[config.mk]
export PLATFORM = sky130hd
export DESIGN_NAME = usr_shift_controller_flat
export DESIGN_NICKNAME = d
export VERILOG_FILES = /design/src/rtl/usr_ctrl_pkg.sv /design/src/rtl/usr_shift_controller_if.sv /design/src/rtl/shift_counter.sv /design/src/rtl/usr_shift_controller.sv /design/src/flat_wrapper.sv
export SDC_FILE = /design/constraint.sdc
export NUM_CORES = 1
export LEC_CHECK = 0
export BUFFER_PORTS_ARGS = -buffer_cell sky130_fd_sc_hd__buf_2
export CAP_MARGIN = 20
export CORE_MARGIN = 5
export CORE_UTILIZATION = 49
export CTS_BUF_LIST = sky130_fd_sc_hd__clkbuf_16
export DETAILED_ROUTE_END_ITERATION = 10
export GPL_TIMING_DRIVEN = 0
export PLACE_DENSITY = 0.82
export SLEW_MARGIN = 15
export SYNTH_ARGS = -nofsm -noshare
export SYNTH_HDL_FRONTEND = slang
export SYNTH_SLANG_ARGS = --single-unit
[constraint.sdc]
create_clock -name clk -period 2.7 [get_ports clk]
set_input_delay 0.135 -clock clk [delete_from_list [all_inputs] [get_ports clk]]
set_output_delay 0.135 -clock clk [all_outputs]
set_load 0.01 [all_outputs]
[src/rtl/usr_ctrl_pkg.sv]
// Shared types for the universal shift register command sequencer:
// command opcodes, FSM states and register function-select encodings.
package usr_ctrl_pkg;

  typedef enum logic [2:0] {
    OP_NOP   = 3'b000,
    OP_CLEAR = 3'b001,
    OP_LOAD  = 3'b010,
    OP_SHL   = 3'b011,
    OP_SHR   = 3'b100,
    OP_ROL   = 3'b101,
    OP_ROR   = 3'b110,
    OP_ASR   = 3'b111
  } op_t;

  // S_ERR is only reachable when rotate/arithmetic ops are compiled out.
  typedef enum logic [2:0] {
    S_IDLE  = 3'd0,
    S_CLR   = 3'd1,
    S_LOAD  = 3'd2,
    S_SHIFT = 3'd3,
    S_DONE  = 3'd4,
    S_ERR   = 3'd5
  } state_t;

  localparam logic [1:0] FN_HOLD = 2'b00;
  localparam logic [1:0] FN_SHL  = 2'b01;
  localparam logic [1:0] FN_SHR  = 2'b10;
  localparam logic [1:0] FN_LOAD = 2'b11;

endpackage

[src/rtl/usr_shift_controller_if.sv]
// Command-side bus of the shift controller: one command per valid/ready handshake.
interface usr_shift_controller_if #(
  parameter int N  = 4,
  parameter int CW = $clog2(N + 1)
);
  // A command transfers on a rising edge where cmd_valid and cmd_ready are both
  // high; the source holds cmd_valid and the payload stable until that edge, and
  // cmd_ready never depends combinationally on cmd_valid.
  logic          cmd_valid;
  logic          cmd_ready;
  logic [2:0]    cmd_op;
  logic [CW-1:0] cmd_cnt;
  logic [N-1:0]  cmd_data;
  logic          cmd_fill;

  modport master (
    output cmd_valid, cmd_op, cmd_cnt, cmd_data, cmd_fill,
    input  cmd_ready
  );

  modport slave (
    input  cmd_valid, cmd_op, cmd_cnt, cmd_data, cmd_fill,
    output cmd_ready
  );
endinterface

[src/rtl/shift_counter.sv]
// Down-counter tracking the shifts still pending; clear beats load beats decrement.
module shift_counter #(
  parameter int CW = 3
) (
  input  logic          clk,
  input  logic          rst_n,
  input  logic          i_load,
  input  logic [CW-1:0] i_load_val,
  input  logic          i_dec,
  input  logic          i_clr,
  output logic [CW-1:0] o_count,
  output logic          o_zero
);

  logic [CW-1:0] r_count;

  always_ff @(posedge clk or negedge rst_n) begin
    if (!rst_n) begin
      r_count <= '0;
    end else if (i_clr) begin
      r_count <= '0;
    end else if (i_load) begin
      r_count <= i_load_val;
    end else if (i_dec && (r_count != '0)) begin
      r_count <= r_count - CW'(1);
    end
  end

  assign o_count = r_count;
  assign o_zero  = (r_count == '0);

endmodule

[src/rtl/usr_shift_controller.sv]
// Command sequencer for an N-bit universal shift register.
// Define USR_CTRL_ROTATE_EN to support ROL/ROR/ASR; otherwise those ops pulse err.
module usr_shift_controller
  import usr_ctrl_pkg::*;
#(
  parameter int N  = 4,
  parameter int CW = $clog2(N + 1)
) (
  input  logic                   clk,
  input  logic                   rst_n,
  usr_shift_controller_if.slave  cmd,
  input  logic                   abort,
  input  logic [N-1:0]           sr_q,
  output logic [1:0]             sr_fn,
  output logic                   sr_sli,
  output logic                   sr_sri,
  output logic [N-1:0]           sr_in,
  output logic                   sr_clear,
  output logic                   busy,
  output logic                   done,
  output logic                   err,
  output logic [CW-1:0]          remaining,
  output state_t                 o_dbg_state
);

  state_t        r_state, w_next;
  op_t           r_op;
  logic [N-1:0]  r_data;
  logic          r_fill;

  op_t           w_cmd_op;
  logic          w_accept;
  logic [CW-1:0] w_eff_cnt;
  logic          w_cnt_load, w_cnt_dec, w_cnt_clr, w_cnt_zero;
  logic          w_shifting;

  assign w_cmd_op  = op_t'(cmd.cmd_op);
  assign w_accept  = cmd.cmd_valid && cmd.cmd_ready;
  assign w_eff_cnt = (cmd.cmd_cnt > CW'(N)) ? CW'(N) : cmd.cmd_cnt;

  shift_counter #(.CW(CW)) u_cnt (
    .clk        (clk),
    .rst_n      (rst_n),
    .i_load     (w_cnt_load),
    .i_load_val (w_eff_cnt),
    .i_dec      (w_cnt_dec),
    .i_clr      (w_cnt_clr),
    .o_count    (remaining),
    .o_zero     (w_cnt_zero)
  );

  always_ff @(posedge clk or negedge rst_n) begin
    if (!rst_n) begin
      r_state <= S_IDLE;
      r_op    <= OP_NOP;
      r_data  <= '0;
      r_fill  <= 1'b0;
    end else begin
      r_state <= w_next;
      if (w_accept) begin
        r_op   <= w_cmd_op;
        r_data <= cmd.cmd_data;
        r_fill <= cmd.cmd_fill;
      end
    end
  end

  always_comb begin
    w_next     = r_state;
    w_cnt_load = 1'b0;
    w_cnt_dec  = 1'b0;
    w_cnt_clr  = 1'b0;
    case (r_state)
      S_IDLE: begin
        if (w_accept) begin
          case (w_cmd_op)
            OP_NOP:   w_next = S_DONE;
            OP_CLEAR: w_next = S_CLR;
            OP_LOAD:  w_next = S_LOAD;
            OP_SHL, OP_SHR: begin
              w_cnt_load = 1'b1;
              w_next     = (w_eff_cnt == '0) ? S_DONE : S_SHIFT;
            end
`ifdef USR_CTRL_ROTATE_EN
            default: begin
              w_cnt_load = 1'b1;
              w_next     = (w_eff_cnt == '0) ? S_DONE : S_SHIFT;
            end
`else
            default: w_next = S_ERR;
`endif
          endcase
        end
      end
      S_CLR, S_LOAD, S_ERR: w_next = S_DONE;
      S_SHIFT: begin
        // An aborted cycle performs no shift and discards the pending count.
        if (abort) begin
          w_cnt_clr = 1'b1;
          w_next    = S_DONE;
        end else begin
          w_cnt_dec = 1'b1;
          if ((remaining == CW'(1)) || w_cnt_zero) w_next = S_DONE;
        end
      end
      S_DONE:  w_next = S_IDLE;
      default: w_next = S_IDLE;
    endcase
  end

  assign cmd.cmd_ready = (r_state == S_IDLE);
  assign busy          = (r_state != S_IDLE);
  assign done          = (r_state == S_DONE);
  assign err           = (r_state == S_ERR);
  assign sr_clear      = (r_state == S_CLR);
  assign sr_in         = r_data;
  assign o_dbg_state   = r_state;
  assign w_shifting    = (r_state == S_SHIFT) && !abort;

  // Serial fill mux: rotate/arithmetic feedback reads sr_q in the shifting cycle.
  always_comb begin
    sr_fn  = FN_HOLD;
    sr_sli = 1'b0;
    sr_sri = 1'b0;
    if (r_state == S_LOAD) begin
      sr_fn = FN_LOAD;
    end else if (w_shifting) begin
      case (r_op)
        OP_SHL: begin sr_fn = FN_SHL; sr_sli = r_fill;   end
        OP_SHR: begin sr_fn = FN_SHR; sr_sri = r_fill;   end
`ifdef USR_CTRL_ROTATE_EN
        OP_ROL: begin sr_fn = FN_SHL; sr_sli = sr_q[N-1]; end
        OP_ROR: begin sr_fn = FN_SHR; sr_sri = sr_q[0];   end
        OP_ASR: begin sr_fn = FN_SHR; sr_sri = sr_q[N-1]; end
`endif
        default: ;
      endcase
    end
  end

`ifndef USR_CTRL_ROTATE_EN
  logic w_unused_sr_q;
  assign w_unused_sr_q = ^sr_q;
`endif

endmodule

[src/flat_wrapper.sv]
// flat-port wrapper written by rule: the top's interface ports become plain ports
module usr_shift_controller_flat import usr_ctrl_pkg::*;
#(
  parameter int N  = 4,
  parameter int CW = $clog2(N + 1)
)
  (clk, rst_n, abort, sr_q, sr_fn, sr_sli, sr_sri, sr_in, sr_clear, busy, done, err, remaining, o_dbg_state, cmd_cmd_valid, cmd_cmd_op, cmd_cmd_cnt, cmd_cmd_data, cmd_cmd_fill, cmd_cmd_ready);
  usr_shift_controller_if #(.N(N), .CW(CW)) cmd_i ();
  input  logic clk;
  input  logic rst_n;
  input  logic abort;
  input  logic [N-1:0] sr_q;
  output logic [1:0] sr_fn;
  output logic sr_sli;
  output logic sr_sri;
  output logic [N-1:0] sr_in;
  output logic sr_clear;
  output logic busy;
  output logic done;
  output logic err;
  output logic [CW-1:0] remaining;
  output state_t o_dbg_state;
  input wire logic [$bits(cmd_i.cmd_valid)-1:0] cmd_cmd_valid;
  input wire logic [$bits(cmd_i.cmd_op)-1:0] cmd_cmd_op;
  input wire logic [$bits(cmd_i.cmd_cnt)-1:0] cmd_cmd_cnt;
  input wire logic [$bits(cmd_i.cmd_data)-1:0] cmd_cmd_data;
  input wire logic [$bits(cmd_i.cmd_fill)-1:0] cmd_cmd_fill;
  output wire logic [$bits(cmd_i.cmd_ready)-1:0] cmd_cmd_ready;
  assign cmd_i.cmd_valid = cmd_cmd_valid;
  assign cmd_i.cmd_op = cmd_cmd_op;
  assign cmd_i.cmd_cnt = cmd_cmd_cnt;
  assign cmd_i.cmd_data = cmd_cmd_data;
  assign cmd_i.cmd_fill = cmd_cmd_fill;
  assign cmd_cmd_ready = cmd_i.cmd_ready;
  usr_shift_controller #(.N(N), .CW(CW)) u_core (.clk(clk), .rst_n(rst_n), .cmd(cmd_i), .abort(abort), .sr_q(sr_q), .sr_fn(sr_fn), .sr_sli(sr_sli), .sr_sri(sr_sri), .sr_in(sr_in), .sr_clear(sr_clear), .busy(busy), .done(done), .err(err), .remaining(remaining), .o_dbg_state(o_dbg_state));
endmodule
==> results.ini <==
[timing]
fin_ws_ns = 0.968
worstMarginPinSlew_ns = 0.560
relSlewSlack_pct = 62.4
finalCritPeriodShare_pct = 64.1
post-route-min-period_ns = 1.73
finalSetupTns_ns = 0
finalClockSkew_ns = 0.00182
final_hold_viol_count = 0
clock.fmax_mhz = 577
rsz0062_at_grt = false
finalSetupViolations = 0
holdWs_ns = 0.123
finalMaxSlewViolations = 0

[critical_path]
crit_cells = 3
cp-end-kind = output pin
crit_path_start_kind = flop
crit_start = u_core.r_op[0]
reg2reg_to = u_core.r_op[0]
r2r_setup_slack_ns = 1.08
arrival_ns = 1.60
worstSetupPathType = reg2out
worst-path-max-fanout = 4
path_delay_family = simple AND/OR/NAND/NOR gates
worst_path_max_delay_cell = or4b_2
cp.required_ns = 2.57
crit_chain = or4b_2 > a21oi_1 > buf_2
critPathBufInv = 1
crit_end = sr_fn[1]
r2r.worst_path.cells = 4
r2r_start = u_core.o_dbg_state[0]
cpPeakStageDelay_ns = 0.65

[detailed_routing]
vias = 785
first_pass_iters = 4
first_iter_violations = 5
antenna_left = 0
drc_errors = 0
wl_per_cell_um = 14.1
routed_wirelength_mm = 2.11
vias_per_cell = 5.23

[final_layout]
diodes = 0
layoutNonFillerInstCount = 150
final_nets = 148
area_delta_synth_final_pct = 31.8
fill_cells = 153
drive_gt1_share_pct = 43.2
utilization_pct = 67.2

[status]
status = completed

[placed_design]
dpl.hpwl_mm = 1.53
dp_slack_ns = 1.08
port-buffer-count = 32
post-place-cells = 145
gp_congestion = 0.833

[power]
ir_drop_mv = 0.661
p_per_area_mw_per_mm2 = 945
leakage_uw = 0.000583

[clock_tree]
cts_resized = 0
cts.path.max_buffers = 2
htree_levels = 1
tritoncts.num_buffers = 3
path_clk_slew_ns = 0.05
cts-root-buf = clkbuf_16
cts_sinks = 14
tritoncts = yes
worstSkewPairLatency_ns = 0.24

[grt]
grt_max_degree = 15
grt_util_all_layers_pct = 17.5
grt_pass1_wl_mm = 3.52
grt_pass1_vias = 803
grt_overflow_total = 0
antenna_found_initial = 0

[die]
die_w_um = 52.4
die_height_um = 52.4
die_area_mm2 = 0.00275
rows = 15
coreArea_mm2 = 0.00173
initial_core_util_pct = 51.0
ios = 38

[yosys]
ys_warn_count = 0
syn_avg_cell_area_um2 = 10.0
ys_seq_elements = 14
synth_cell_types = 33
syn_nets = 110
syn_area_um2 = 881
syn-instance-count = 88
ys_seq_area_share_pct = 39.8

[min_path]
hold_class = in2reg

[job]
maxCapViolations = 0

cell type report:
cell class | count | area (um2) | share of cell area, %
inverters | 7 | 26.3 | 2.26
well taps | 25 | 31.3 | 2.69
multi-input cells | 62 | 473 | 40.7
plain buffers | 5 | 31.3 | 2.69
repair buffers | 33 | 170 | 14.7
clock inverters | 1 | 3.75 | 0.323
flip-flops and latches | 14 | 350 | 30.2
clock buffers | 3 | 75.1 | 6.47
worst min-delay path by stage:
stage / from / endpoint / slack, ns / cells past startpoint
2_1_floorplan: rst_n / u_core.o_dbg_state[0] / -0.16 / 0
3_3_place_gp: rst_n / u_core.o_dbg_state[1] / 0.04 / 1
3_5_place_dp: rst_n / u_core.o_dbg_state[1] / 0.05 / 1
4_1_cts: cmd_cmd_data[3] / u_core.sr_in[3] / 0.12 / 2
5_1_grt: cmd_cmd_data[3] / u_core.sr_in[3] / 0.13 / 2
6_report: cmd_cmd_data[3] / u_core.sr_in[3] / 0.12 / 2
kinds of logic (layout without fill, tap and decap cells):
group / after synthesis / in the layout / share of synthesized area, %
buffers and inverters: 12 / 49 / 6.53
flip-flops: 14 / 14 / 39.8
adder cells (fa/ha/maj): 3 / 3 / 4.26
XOR/XNOR: 2 / 2 / 1.99
multiplexers: 9 / 9 / 11.9
AO/OA/AOI/OAI: 19 / 19 / 13.8
AND/OR/NAND/NOR: 29 / 29 / 21.7
report_power, final:
part,internal (uW),switching (uW),leakage (uW)
Combinational,221,223,0.000378
Sequential,304,69.0,0.000166
Clock,196,84.3,0.0000385
Total,721,377,0.000583
sequential cells by signal, indices dropped and copies added (netlist names):
| register | cells |
|---|---|
| u_core.r_op | 3 |
| u_core.r_fill | 1 |
| u_core.u_cnt.o_count | 3 |
| u_core.o_dbg_state | 3 |
| u_core.sr_in | 4 |
cells in the mapped netlist:
cell,n,share of area [%]
nor2_1,2,0.85
o21ai_1,1,0.57
a21boi_0,1,0.85
inv_1,7,3.0
or3_1,1,0.71
dfrtp_1,14,40
nand2_1,7,3.0
mux2_4,1,1.7
mux2_2,8,10
and4b_1,1,1.1
nor3_1,4,2.3
a211oi_2,1,1.4
nor2b_1,2,1.4
nor3b_1,3,2.6
nor4b_2,1,1.7
a31oi_1,1,0.71
ha_1,3,4.3
o21ai_0,3,1.7
nand2b_1,2,1.4
o221ai_1,1,0.99
a21oi_1,7,4.0
and4bb_4,1,1.8
buf_6,1,1.3
o21ai_2,1,0.99
xnor2_1,2,2.0
or4b_2,1,1.1
a211oi_1,1,0.85
nor4b_1,1,0.99
o21a_1,1,0.85
a21o_1,1,0.85
buf_2,4,2.3
and3b_1,2,2.0
and3_1,1,0.71
what timing repair did:
item	CTS	global route
endpoints found under the hold margin	14	0
hold buffers	1	0
setup buffers	0	0
placed cells by master (no fill, tap or decap), drive strengths merged:
cell / instances
buf: 37
dfrtp: 14
mux2: 9
inv: 7
nand2: 7
a21oi: 7
o21ai: 5
nor3: 4
nor3b: 3
ha: 3
clkbuf: 3
nand2b: 2
and3b: 2
xnor2: 2
nor2b: 2
nor2: 2
nor4b: 2
a211oi: 2
or3: 1
or4b: 1
and4bb: 1
o221ai: 1
a21o: 1
a21boi: 1
and4b: 1
a31oi: 1
and3: 1
o21a: 1
clkinv: 1
dlygate4sd3: 1
layer usage:
metal	GRT usage (%)	wire [um]	vias to the layer above
li1	-	-	386
met5	0	0	-
met3	5.98	177	8
met2	28.1	946	35
met1	20.9	941	356
met4	7.66	46	0
per-stage QoR:
| step | instance area (um2) | total power (uW) |
|---|---|---|
| after detailed placement | 1070 | 814 |
| after global routing | 1160 | 1170 |
| final | 1160 | 1100 |
| after floorplan | 881 | 652 |
| after CTS | 1160 | 1110 |
| after global placement | 1070 | 786 |
No activity file was read; power rests on OpenSTA's default activity.
